==> config.mk <==
export PLATFORM = sky130hd
export DESIGN_NAME = shift_sequencer
export DESIGN_NICKNAME = d
export VERILOG_FILES = /design/src/rtl/alu_pkg.sv /design/src/rtl/shift_step_sel.sv /design/src/rtl/shift_sequencer.sv
export SDC_FILE = /design/constraint.sdc
export NUM_CORES = 1
export LEC_CHECK = 0
export CORE_MARGIN = 2
export CORE_UTILIZATION = 38
export DETAILED_ROUTE_END_ITERATION = 7
export GPL_TIMING_DRIVEN = 1
export PLACE_DENSITY = 0.84
export SYNTH_ARGS = -nofsm -noshare
export SYNTH_HDL_FRONTEND = slang
export SYNTH_SLANG_ARGS = --single-unit
==> constraint.sdc <==
create_clock -name clk -period 2.45 [get_ports clk]
set_input_delay 0.49 -clock clk [delete_from_list [all_inputs] [get_ports clk]]
set_output_delay 0.49 -clock clk [all_outputs]
set_load 0.005 [all_outputs]
==> src/rtl/alu_pkg.sv <==
// Shared ALU control codes, shift op encoding and shift sequencer state encoding.
package alu_pkg;

   localparam logic [5:0] ALU_AND  = 6'h00;
   localparam logic [5:0] ALU_SLL1 = 6'h0A;
   localparam logic [5:0] ALU_SLL2 = 6'h0B;
   localparam logic [5:0] ALU_SLL8 = 6'h0C;
   localparam logic [5:0] ALU_SRL1 = 6'h0D;
   localparam logic [5:0] ALU_SRL2 = 6'h0E;
   localparam logic [5:0] ALU_SRL8 = 6'h0F;
   localparam logic [5:0] ALU_SRA1 = 6'h10;
   localparam logic [5:0] ALU_SRA2 = 6'h11;
   localparam logic [5:0] ALU_SRA8 = 6'h12;

   localparam logic [1:0] OP_SLL  = 2'b00;
   localparam logic [1:0] OP_SRL  = 2'b01;
   localparam logic [1:0] OP_SRA  = 2'b10;
   localparam logic [1:0] OP_RSVD = 2'b11;

   typedef enum logic [1:0] {
      ST_IDLE  = 2'd0,
      ST_SHIFT = 2'd1,
      ST_DONE  = 2'd2
   } state_e;

endpackage

==> src/rtl/shift_step_sel.sv <==
// Picks the next shift step (largest nonzero counter first) and its ALU code.
// step_sel is one-hot: bit2 = by 8, bit1 = by 2, bit0 = by 1; all-zero when nothing is left.
module shift_step_sel
   import alu_pkg::*;
#(
   parameter int N8_W = 2
) (
   input  logic [1:0]      op_reg,
   input  logic [N8_W-1:0] n8,
   input  logic [1:0]      n2,
   input  logic            n1,
   output logic [5:0]      alu_ctrl,
   output logic [2:0]      step_sel
);

   // priority select of the largest remaining step, then map (op, step) to a code
   always_comb begin
      step_sel = 3'b000;
      alu_ctrl = ALU_AND;
      if (n8 != '0)      step_sel = 3'b100;
      else if (n2 != '0) step_sel = 3'b010;
      else if (n1)       step_sel = 3'b001;
      case (op_reg)
         OP_SLL: begin
            if (step_sel[2])      alu_ctrl = ALU_SLL8;
            else if (step_sel[1]) alu_ctrl = ALU_SLL2;
            else if (step_sel[0]) alu_ctrl = ALU_SLL1;
         end
         OP_SRL: begin
            if (step_sel[2])      alu_ctrl = ALU_SRL8;
            else if (step_sel[1]) alu_ctrl = ALU_SRL2;
            else if (step_sel[0]) alu_ctrl = ALU_SRL1;
         end
         OP_SRA: begin
            if (step_sel[2])      alu_ctrl = ALU_SRA8;
            else if (step_sel[1]) alu_ctrl = ALU_SRA2;
            else if (step_sel[0]) alu_ctrl = ALU_SRA1;
         end
         default: alu_ctrl = ALU_AND;
      endcase
   end

endmodule

==> src/rtl/shift_sequencer.sv <==
// Multi-cycle arbitrary-distance shifter built on an ALU that only shifts by 1, 2 or 8.
//
//   state    | meaning
//   ST_IDLE  | waiting for start; ALU inputs released
//   ST_SHIFT | one ALU step per cycle, result fed back into acc
//   ST_DONE  | one-cycle done pulse, result = acc
module shift_sequencer
   import alu_pkg::*;
#(
   parameter int DATA_W  = 32,
   parameter int SHAMT_W = 5
) (
   input  logic               clk,
   input  logic               reset,
   input  logic               start,
   input  logic               flush,
   input  logic [1:0]         op,
   input  logic [SHAMT_W-1:0] shamt,
   input  logic [DATA_W-1:0]  operand,
   input  logic [DATA_W-1:0]  alu_result,
   output logic [DATA_W-1:0]  alu_a,
   output logic [5:0]         alu_ctrl,
   output logic               alu_sel,
   output logic               busy,
   output logic               done,
   output logic [DATA_W-1:0]  result
);

   localparam int N8_W = SHAMT_W - 3;

   state_e            state_q, state_d;
   logic [DATA_W-1:0] acc_q, acc_d;
   logic [1:0]        op_q, op_d;
   logic [N8_W-1:0]   n8_q, n8_d;
   logic [1:0]        n2_q, n2_d;
   logic              n1_q, n1_d;

   logic [5:0]        step_ctrl;
   logic [2:0]        step_sel;

   shift_step_sel #(.N8_W(N8_W)) u_step_sel (
      .op_reg   (op_q),
      .n8       (n8_q),
      .n2       (n2_q),
      .n1       (n1_q),
      .alu_ctrl (step_ctrl),
      .step_sel (step_sel)
   );

   // next-state, accumulator and step-counter update; flush aborts without touching acc
   always_comb begin
      state_d = state_q;
      acc_d   = acc_q;
      op_d    = op_q;
      n8_d    = n8_q;
      n2_d    = n2_q;
      n1_d    = n1_q;
      case (state_q)
         ST_IDLE: begin
            if (start && !flush) begin
               acc_d = operand;
               op_d  = op;
               n8_d  = shamt[SHAMT_W-1:3];
               n2_d  = shamt[2:1];
               n1_d  = shamt[0];
               if (shamt == '0 || op == OP_RSVD) state_d = ST_DONE;
               else                              state_d = ST_SHIFT;
            end
         end
         ST_SHIFT: begin
            acc_d = alu_result;
            if (step_sel[2])      n8_d = n8_q - N8_W'(1);
            else if (step_sel[1]) n2_d = n2_q - 2'd1;
            else if (step_sel[0]) n1_d = 1'b0;
            // an empty step_sel cannot happen from IDLE, but exits cleanly if it does
            if (n8_d == '0 && n2_d == '0 && !n1_d) state_d = ST_DONE;
         end
         ST_DONE: state_d = ST_IDLE;
         default: state_d = ST_IDLE;
      endcase
      if (flush) begin
         state_d = ST_IDLE;
         acc_d   = acc_q;
         op_d    = op_q;
         n8_d    = n8_q;
         n2_d    = n2_q;
         n1_d    = n1_q;
      end
   end

   // state and datapath registers with synchronous active-low reset
   always_ff @(posedge clk) begin
      if (!reset) begin
         state_q <= ST_IDLE;
         acc_q   <= '0;
         op_q    <= '0;
         n8_q    <= '0;
         n2_q    <= '0;
         n1_q    <= 1'b0;
      end else begin
         state_q <= state_d;
         acc_q   <= acc_d;
         op_q    <= op_d;
         n8_q    <= n8_d;
         n2_q    <= n2_d;
         n1_q    <= n1_d;
      end
   end

   // outputs decode registered state only, so nothing from the inputs reaches the ALU mux
   always_comb begin
      alu_a    = '0;
      alu_ctrl = ALU_AND;
      alu_sel  = 1'b0;
      busy     = 1'b0;
      done     = 1'b0;
      result   = '0;
      case (state_q)
         ST_SHIFT: begin
            alu_a    = acc_q;
            alu_ctrl = step_ctrl;
            alu_sel  = 1'b1;
            busy     = 1'b1;
         end
         ST_DONE: begin
            busy   = 1'b1;
            done   = 1'b1;
            result = acc_q;
         end
         default: ;
      endcase
   end

endmodule

Yosys cells after proc, flatten, opt, wreduce, memory -nomap -nowiden
Cells that the tools add are included.
{"block": "totals", "register_bits": 41, "out_inout_bits": 73, "inputBits": 75, "wordCells": 76}
{"block": "op_classes", "n_bitwise": 2, "addsub": 2, "muxes": 40, "n_eq_ne": 7, "reduce_logical": 19}
{"op": "two-way mux 32 bit", "count": 3}
{"op": "case mux 32 bit (2 select lines)", "count": 1}
{"op": "two-way mux 6 bit", "count": 7}
{"op": "two-way mux 2 bit", "count": 10}
{"op": "case mux 6 bit (3 select lines)", "count": 1}
{"op": "case mux 2 bit (2 select lines)", "count": 3}
{"op": "two-way mux 1 bit", "count": 9}
{"op": "logical NOT 2 bit", "count": 4}
{"op": "two-way mux 4 bit", "count": 2}
{"op": "== test 2 bit (second input constant)", "count": 3}
{"op": "two-way mux 3 bit", "count": 2}
{"op": "AND reduction 3 bit", "count": 2}
{"op": "nonzero test 2 bit", "count": 3}
{"op": "logical NOT 5 bit", "count": 1}
{"op": "two-way mux 5 bit", "count": 1}
{"op": "== test 2 x 1 -> 1 bit (second input constant)", "count": 2}
{"op": "!= test 2 bit (second input constant)", "count": 2}
{"op": "OR reduction 2 bit", "count": 2}
{"op": "subtractor 2 x 1 -> 2 bit (second input constant)", "count": 2}
{"op": "logical AND 1 bit", "count": 3}
{"op": "logical NOT 1 bit", "count": 2}
{"op": "inverter 1 bit", "count": 2}
{"op": "case mux 1 bit (2 select lines)", "count": 1}
{"op": "AND reduction 2 bit", "count": 1}
{"op": "logical OR 1 bit", "count": 1}

Longest topological paths before layout
Gate-level depths: netlist of the first run.
{"block": "depth", "ltp_word": 11, "ltp_mapped": 8, "mapped_depth_nobuf": 6}

By module
From an unflattened synthesis of the first run, not the netlist that was laid out.
{"block": "hier_totals", "hier_cells": 322, "hier_area_um2": 2733.9}
{"module": "shift_sequencer", "area_each_um2": 2613.8, "cells_per_inst": 302, "instances": 1}
{"module": "shift_step_sel", "area_each_um2": 120.1, "cells_per_inst": 20, "instances": 1}

Worst setup path before layout of the first run
OpenSTA, ideal clock, no wires.
{"block": "synth_timing", "path_kind": "register -> output", "from": "register n2_q[0]", "to": "output alu_ctrl[1]", "t_arrival_ns": 1.360, "slack_ns": 0.600, "n_path_buf": 1, "path_stages_with_launch": 8, "cell_sequence": "dfxtp_1 inv_1 ha_1 buf_6 nor3_1 a21oi_1 o22ai_1 and2_1"}
{"block": "synth_between", "elab_chain_cells": 8}
{"item": "start: declaration", "line_no": "shift_sequencer.sv:35", "source": "logic [1:0] n2_q, n2_d;"}
{"item": "start signal: assignment", "line_no": "shift_sequencer.sv:105", "source": "n2_q <= n2_d;"}
{"item": "nonzero test 2 bit (*)", "line_no": "shift_step_sel.sv:21", "source": "else if (n2 != '0) step_sel = 3'b010;"}
{"item": "two-way mux 3 bit (*)", "line_no": "shift_step_sel.sv:21"}
{"item": "two-way mux 3 bit (*)", "line_no": "shift_step_sel.sv:20", "source": "if (n8 != '0) step_sel = 3'b100;"}
{"item": "two-way mux 4 bit", "line_no": "shift_step_sel.sv:27", "source": "else if (step_sel[0]) alu_ctrl = ALU_SLL1;"}
{"item": "two-way mux 6 bit", "line_no": "shift_step_sel.sv:26", "source": "else if (step_sel[1]) alu_ctrl = ALU_SLL2;"}
{"item": "two-way mux 6 bit", "line_no": "shift_step_sel.sv:25", "source": "if (step_sel[2]) alu_ctrl = ALU_SLL8;"}
{"item": "case mux 6 bit (3 select lines) (*)", "line_no": "shift_step_sel.sv:23", "source": "case (op_reg)"}
{"item": "two-way mux 6 bit (*)", "line_no": "shift_sequencer.sv:118", "source": "case (state_q)"}
{"item": "end: declaration", "line_no": "shift_sequencer.sv:22", "source": "output logic [5:0] alu_ctrl,"}
Mark *: on every way between the ends. The rest lies on a longest branch, timed or not.

Final worst setup path of the first run
{"block": "layout_timing", "from": "register n2_q[0]", "to": "output alu_ctrl[2]"}
{"block": "layout_between", "elab_chain_cells": 8}
{"item": "nonzero test 2 bit (*)", "line_no": "shift_step_sel.sv:21"}
{"item": "two-way mux 3 bit (*)", "line_no": "shift_step_sel.sv:21"}
{"item": "two-way mux 3 bit (*)", "line_no": "shift_step_sel.sv:20"}
{"item": "two-way mux 4 bit", "line_no": "shift_step_sel.sv:32", "source": "else if (step_sel[0]) alu_ctrl = ALU_SRL1;"}
{"item": "two-way mux 6 bit", "line_no": "shift_step_sel.sv:31", "source": "else if (step_sel[1]) alu_ctrl = ALU_SRL2;"}
{"item": "two-way mux 6 bit", "line_no": "shift_step_sel.sv:30", "source": "if (step_sel[2]) alu_ctrl = ALU_SRL8;"}
{"item": "case mux 6 bit (3 select lines) (*)", "line_no": "shift_step_sel.sv:23"}
{"item": "two-way mux 6 bit (*)", "line_no": "shift_sequencer.sv:118"}
Marks and branches as above.

==> qor.yml, run 1 <==
outcome: "complete, no violations"
grt_max_degree: 37
critPathMaxStageDelay_ps: 450
arrival_ps: 1870
final_util: 0.670
placed_area_sq_um: 4160
clk_pin_slew_ps: 80
ir_drop_mv: 0.202
overflow: 0
critPathCaptureType: "output port"
synth_fp_nets: 389
synth_seq_cells: 41
htreeDepth: 2
worstSetupPathType: "flip-flop to output port"
gr-usage-all-layers: 0.199
crit_required_ps: 1960
die_w_um: 86.1
hold_path.class: "flip-flop to flip-flop"
wl_per_cell_um: 14.2
area_growth_pct: 67.7
holdWs_ps: 505
antenna_left: 0
hold_viol_final: 0
reg2reg_slack_ps: 510
cts-root-buf: "clkbuf_8"
dr_total_vias: 2691
yosysSeqAreaShare: 0.320
crit_family: "buffers and inverters"
fin_skew_ps: 7.84
max-cap-violations: 0
hpwlAfterDp_um: 5700
num-fill-cells: 544
clock_latency_ps: 280
syn_area_per_cell_sq_um: 8.27
rr_endpoint: "acc_q[15]"
io_buffers: 146
ys_warn_count: 0
fin_crit_sh: 0.962
finalSetupViolCount: 0
n_antenna_cell: 0
antenna_found_initial: 0
final_common_cell: "clkdlybuf4s50_1"
worstHoldStart: "acc_q[4]"
synthesis.area_sq_um: 2560
stdcell_area_sq_um: 4300
cts_tree: "built"
die_y_um: 86.1
worstPathCellList: "inv_2 > ha_4 > or2b_1 > a21oi_1 > nor2_1 > clkdlybuf4s50_1"
min_to: "acc_q[4]"
hold_depth: 2
path_buf_inv: 2
grt_pass1_vias: 2708
ff2ff_path_depth: 8
routed_wl_um: 7520
synth_top_area_frac: 0.320
synth-edff-count: 0
synthArstFlopShare: 0
total_power_mw: 1.65
synth.area.top_cells: "dfxtp_1 (32%), and2_1 (17%), mux2i_1 (14%)"
clock_path_buffers: 2
synth_top_flop_cell: "dfxtp_1"
core_area_sq_um: 6420
drc_errors: 0
power_density_nw_per_um2: 385
fin_setup_tns_ps: 0
max_freq_ghz: 0.424
cp.depth: 6
yosysTopAreaCell: "dfxtp_1"
drive_gt1_frac: 0.0861
total_leakage_power_nw: 1.57
num_rows: 29
layout_common_cells: "clkdlybuf4s50_1 (144), and2_1 (68), nor2_1 (40), mux2i_1 (37), dfxtp_1 (37)"
dieArea_sq_um: 7420
slew_violations: 0
drt_pre_antenna_iters: 4
period_minus_slack_ps: 2360
start_util: 0.399
startpoint_type: "flip-flop"
r2r_start: "state_q[1]"
synth_cell_types: 41
syn-instance-count: 310
drt_iter0_drc: 97
clock_sinks: 41
cpMaxStageDelayCell: "clkdlybuf4s50_1"
place.gp.congestion: 0.896
nNetsFinal: 531
viasPerCell: 5.08
grt_pass1_wl_um: 12200
num_io_pins: 148
cts_buffers: 5
crit_path_max_fanout: 4
postCtsHoldBufs: 0
-- flip-flops by register name, indices dropped and copies added (netlist names) --
name / cells
state_q: 2
op_q: 2
n8_q: 2
n2_q: 2
acc_q: 32
n1_q: 1
-- cell families after synthesis --
family,after synthesis,synth area share
AND/OR/NAND/NOR,138,0.300
AO/OA/AOI/OAI,56,0.157
flip-flops,41,0.320
multiplexers,37,0.144
buffers and inverters,33,0.0581
adder cells (fa/ha/maj),4,0.0195
other,1,0.00146
-- tightest hold or removal path, cell delays in order (launching register included) --
cell and delay [ps]:
dfxtp_1 320, nor2_1 90, a211oi_1 50
-- stage by stage --
step	worst slack [ps]	instances
finish	93.9	530
global route	-1.23	530
global placement	281	520
detailed placement	261	520
CTS	14.7	528
floorplan	600	310
-- cells in the mapped netlist (3+ instances only) --
cell / number
nand2_1: 4
buf_2: 11
or2_2: 3
a211oi_1: 32
and2_1: 68
nor2_1: 41
o21ai_0: 4
inv_1: 6
clkbuf_1: 13
a21oi_1: 7
nor3_1: 5
dfxtp_1: 41
ha_1: 4
mux2i_1: 37
-- worst max-delay path by stage --
stage | start | endpoint | slack [ps]
after global routing | n2_q[0] | alu_ctrl[2] | -1
after detailed placement | n2_q[1] | alu_ctrl[0] | 260
after CTS | n8_q[0] | alu_ctrl[1] | 10
final | n2_q[0] | alu_ctrl[2] | 90
after floorplan | n2_q[0] | alu_ctrl[1] | 600
after global placement | n2_q[1] | alu_ctrl[0] | 280
-- what timing repair did --
item | 4_1_cts | 5_1_grt
gates resized for setup | 2 | 12
pin swaps | 0 | 2
setup buffers | 0 | 2
endpoints found under the setup margin | 2 | 59
-- layer usage --
metal  up-vias  wire length (um)  global-route usage
li1       1353                 -                   -
met2       100              3890               0.377
met4         0                54              0.0447
met1      1230              3060               0.221
met5         -                 0                   0
met3         8               519              0.0491
-- cell type report --
cell class / instances / area (sq um) / area share
Clock buffer: 8 / 80.1 / 0.0186
Inverter: 6 / 22.5 / 0.00524
Multi-Input combinational cell: 236 / 1640 / 0.382
Sequential cell: 41 / 826 / 0.192
Tap cell: 77 / 96.3 / 0.0224
Timing Repair Buffer: 162 / 1630 / 0.379
-- report_power, final --
part | internal [mW] | switching (mW) | total (mW)
logic | 0.278 | 0.198 | 0.476
registers | 0.721 | 0.0419 | 0.762
clock network | 0.203 | 0.214 | 0.417
total | 1.20 | 0.454 | 1.65
Note: power is estimated with default switching activity, not from simulation.
==> run 2, diff against run 1 <==
--- a/config.mk
+++ b/config.mk
@@ -10,6 +10,8 @@
 export DETAILED_ROUTE_END_ITERATION = 7
 export GPL_TIMING_DRIVEN = 1
 export PLACE_DENSITY = 0.84
+export REMOVE_ABC_BUFFERS = 1
 export SYNTH_ARGS = -nofsm -noshare
 export SYNTH_HDL_FRONTEND = slang
 export SYNTH_SLANG_ARGS = --single-unit
+export TNS_END_PERCENT = 50
==> qor.yml, run 2 (same netlist as run 1, synthesis figures left out) <==
clock_sinks: 41
crit_path_max_fanout: 5
crit_required_ps: 1960
largest_reg_flops: 32
num_io_pins: 148
htreeDepth: 2
worstSetupPathType: "flip-flop to output port"
fin_crit_sh: 0.972
gr-usage-all-layers: 0.201
tightest_slew_ps: 511
pre_cts_ws_ps: 182
relSlewSlack: 0.659
nNetsFinal: 528
routed_wl_um: 7860
place.gp.congestion: 0.902
r2r_start: "state_q[1]"
slew_violations: 0
final_common_cell: "clkdlybuf4s50_1"
drt_pre_antenna_iters: 4
outcome: "complete, no violations"
dp_cells: 516
num_rows: 29
antenna_left: 0
placed_area_sq_um: 4120
worstPathCellList: "inv_2 > ha_4 > nor3_2 > a21oi_1 > o22ai_1 > and2_1 > clkdlybuf4s50_1"
core_area_sq_um: 6420
hold_path.class: "flip-flop to flip-flop"
drt_iter0_drc: 48
holdWs_ps: 507
area_growth_pct: 68.6
layoutNonFillerInstCount: 527
drive_gt1_frac: 0.0956
hpwlAfterDp_um: 5840
max_freq_ghz: 0.420
grt_pass1_vias: 2655
stdcell_area_sq_um: 4320
critPathMaxStageDelay_ps: 490
period_minus_slack_ps: 2380
ir_drop_mv: 0.226
startpoint: "n2_q[1]"
grt_max_degree: 50
wl_per_cell_um: 14.9
n_antenna_cell: 0
fin_skew_ps: 5.04
finalWorstSetupSlack_ps: 68.3
die_y_um: 86.1
start_util: 0.399
clk_pin_slew_ps: 80
overflow: 0
postCtsHoldBufs: 0
dieArea_sq_um: 7420
drc_errors: 0
max-cap-violations: 0
cts_buffers: 5
total_leakage_power_nw: 1.58
clock_latency_ps: 290
final_util: 0.673
startpoint_type: "flip-flop"
cpMaxStageDelayCell: "clkdlybuf4s50_1"
antenna_found_initial: 0
critPathCaptureType: "output port"
cts-root-buf: "clkbuf_8"
io_buffers: 146
cts_tree: "built"
finalSetupViolCount: 0
worstHoldStart: "acc_q[30]"
dr_total_vias: 2685
grt_pass1_wl_um: 12100
viasPerCell: 5.09
path_buf_inv: 2
clock_path_buffers: 2
crit_family: "buffers and inverters"
hold_viol_final: 0
layout_common_cells: "clkdlybuf4s50_1 (144), and2_1 (67), nor2_1 (40), dfxtp_1 (38), mux2i_1 (37)"
arrival_ps: 1890
power_density_nw_per_um2: 413
die_w_um: 86.1
regMostFlops: "acc_q"
## run 2: layer usage
metal | up-vias | wire length [um] | global-route usage
met1 | 1238 | 3220 | 0.216
met2 | 98 | 4070 | 0.383
met5 | - | 0 | 0
met3 | 6 | 521 | 0.0597
met4 | 0 | 51 | 0.0418
li1 | 1343 | - | -
## run 2: final cells by class
class | count | area [sq um]
clock buffers | 5 | 68.8
clock inverters | 3 | 46.3
fillers | 536 | 2100
inverters | 6 | 22.5
multi-input cells | 236 | 1650
flip-flops and latches | 41 | 827
well taps | 77 | 96.3
repair buffers | 159 | 1610
## run 2: what timing repair did
item,4_1_cts,5_1_grt
cloned,0,1
pin swaps,1,3
hold endpoints to repair,0,0
setup endpoints to repair,2,11
setup buffers,2,0
gates resized for setup,4,13
## run 2: report_power, final
part | switching (mW) | internal (mW) | total (mW)
sequential | 0.0421 | 0.720 | 0.762
clock | 0.242 | 0.305 | 0.546
combinational | 0.201 | 0.275 | 0.477
total | 0.485 | 1.30 | 1.78
## run 2: path summary, 6_finish.rpt
check                     end  slack (ps)  cells after the start
setup / recovery  alu_ctrl[1]          70                      7
hold / removal      acc_q[30]         510                      2
setup reg to reg      n2_q[1]         480                      8
hold reg to reg     acc_q[30]         510                      2
## run 2: worst min-delay path: stages, from the launching register on
cell and delay (ps):
dfxtp_1 320, nor2_1 100, a211oi_1 50
## run 2: through the flow
stage	TNS (ps)	power, mW
floorplan	-111820	0.990
global placement	0	1.21
detailed placement	0	1.23
CTS	0	1.79
global route	-13.0	1.88
finish	0	1.78
==> run 3, diff against run 2 <==
--- a/config.mk
+++ b/config.mk
@@ -5,11 +5,14 @@
 export SDC_FILE = /design/constraint.sdc
 export NUM_CORES = 1
 export LEC_CHECK = 0
+export CAP_MARGIN = 20
 export CORE_MARGIN = 2
 export CORE_UTILIZATION = 38
 export DETAILED_ROUTE_END_ITERATION = 7
+export GPL_ROUTABILITY_DRIVEN = 0
 export GPL_TIMING_DRIVEN = 1
 export PLACE_DENSITY = 0.84
+export RECOVER_POWER = 25
 export REMOVE_ABC_BUFFERS = 1
 export SYNTH_ARGS = -nofsm -noshare
 export SYNTH_HDL_FRONTEND = slang
==> qor.yml, run 3 (same netlist as run 1, synthesis figures left out) <==
n_antenna_cell: 0
stdcell_area_sq_um: 4310
io_buffers: 146
power_density_nw_per_um2: 413
antenna_found_initial: 0
critPathCaptureType: "output port"
fin_skew_ps: 5.86
startpoint: "n2_q[1]"
placed_area_sq_um: 4120
drt_iter0_drc: 57
num-fill-cells: 540
final-seq-area_sq_um: 827
startpoint_type: "flip-flop"
finalSetupViolCount: 0
period_minus_slack_ps: 2380
largest_reg_flops: 32
drc_errors: 0
finalWorstSetupSlack_ps: 69.8
grt_pass1_vias: 2655
die_y_um: 86.1
drive_gt1_frac: 0.0933
internal-power_mw: 1.30
pwr-share-clk: 0.307
grt_max_degree: 50
start_util: 0.399
comb_power_share: 0.265
r2r_start: "state_q[1]"
clock_sinks: 41
routed_wl_um: 7780
hold_viol_final: 0
worstPathCellList: "inv_2 > ha_4 > nor3_2 > a21oi_1 > o22ai_1 > and2_1 > clkdlybuf4s50_1"
cpMaxStageDelayCell: "clkdlybuf4s50_1"
worstHoldStart: "acc_q[22]"
relSlewSlack: 0.558
gr-usage-all-layers: 0.201
total_leakage_power_nw: 1.58
core_area_sq_um: 6420
regMostFlops: "acc_q"
ir_drop_mv: 0.226
hpwlAfterDp_um: 5840
critPathMaxStageDelay_ps: 490
antenna_left: 0
max-cap-violations: 0
pwr-share-seq: 0.428
viasPerCell: 5.06
reg2reg_slack_ps: 270
switchingPower_uw: 481
clk_pin_slew_ps: 80
crit_required_ps: 1960
htreeDepth: 2
cts_tree: "built"
hold_path.class: "flip-flop to flip-flop"
fin_crit_sh: 0.971
drt_pre_antenna_iters: 4
pre_cts_ws_ps: 182
area_growth_pct: 68.2
overflow: 0
nNetsFinal: 528
postCtsHoldBufs: 0
tightest_slew_ps: 663
crit_path_max_fanout: 5
final_common_cell: "clkdlybuf4s50_1"
clock_path_buffers: 2
wl_per_cell_um: 14.8
dieArea_sq_um: 7420
slew_violations: 0
multiInputGateArea_sq_um: 1640
num_rows: 29
num_io_pins: 148
worstSetupPathType: "flip-flop to output port"
grt_pass1_wl_um: 12100
arrival_ps: 1890
outcome: "complete, no violations"
power.share.switching: 0.271
cts-root-buf: "clkbuf_8"
die_w_um: 86.1
cts_buffers: 5
clock_latency_ps: 290
total_power_mw: 1.78
layout_common_cells: "clkdlybuf4s50_1 (143), and2_1 (67), nor2_1 (40), dfxtp_1 (38), mux2i_1 (37)"
dr_total_vias: 2669
max_freq_ghz: 0.420
[run 3: cell types whose count changed in the layout (fill, tap and decap cells not counted)]
| cell | previous run | this run |
|---|---|---|
| a2111oi_2 | 1 | 0 |
| clkdlybuf4s50_1 | 144 | 143 |
| a2111oi_0 | 0 | 1 |
| clkbuf_2 | 0 | 2 |
| buf_4 | 10 | 8 |
| dlygate4sd3_1 | 0 | 1 |
[run 3: final cells by class]
class / instances / area share
Sequential cell: 41 / 0.192
Clock inverter: 3 / 0.0107
Inverter: 6 / 0.00522
Timing Repair Buffer: 159 / 0.373
Multi-Input combinational cell: 236 / 0.381
Tap cell: 77 / 0.0223
Clock buffer: 5 / 0.0160
[run 3: critical path, delay by kind of cell, from the launching register on]
family,cells,cell delay (ps)
simple gates,2,330
flops,1,370
compound gates,2,220
buf+inv,2,540
fa+ha+maj,1,160
[run 3: power groups by stage]
| stage | combinational, mW | clock (mW) | sequential (mW) |
|---|---|---|---|
| after floorplan | 0.228 | 0 | 0.762 |
| after global placement | 0.443 | 0 | 0.771 |
| after detailed placement | 0.454 | 0 | 0.775 |
| after CTS | 0.463 | 0.562 | 0.761 |
| after global routing | 0.515 | 0.591 | 0.770 |
| final | 0.472 | 0.546 | 0.762 |
[run 3: per-stage QoR]
step                      std cells  setup TNS [ps]   util  hold slack, ps
after CTS                       526               0  0.663             512
after global placement          516               0  0.641             490
after global routing            527           -13.0  0.671             534
after detailed placement        516               0  0.641             501
after floorplan                 283         -111820      -             482
final                           527               0  0.671             508
[run 3: repair_timing]
| action | CTS | global route |
|---|---|---|
| gates resized for setup | 4 | 13 |
| endpoints found under the hold margin | 0 | 0 |
| buffers inserted | 2 | 0 |
| cloned | 0 | 1 |
| pin swaps | 1 | 3 |
| endpoints found under the setup margin | 2 | 11 |
[run 3: worst paths after layout]
| kind | to | cells past startpoint |
|---|---|---|
| setup / recovery | alu_ctrl[1] | 7 |
| setup reg to reg | acc_q[20] | 8 |
| hold / removal | acc_q[22] | 2 |
| hold reg to reg | acc_q[22] | 2 |
[run 3: per-layer routing]
| layer | GRT usage | vias up | wire length (um) |
|---|---|---|---|
| met3 | 0.0597 | 4 | 525 |
| met2 | 0.383 | 94 | 4070 |
| met5 | 0 | - | 0 |
| li1 | - | 1343 | - |
| met4 | 0.0418 | 0 | 34 |
| met1 | 0.216 | 1228 | 3150 |
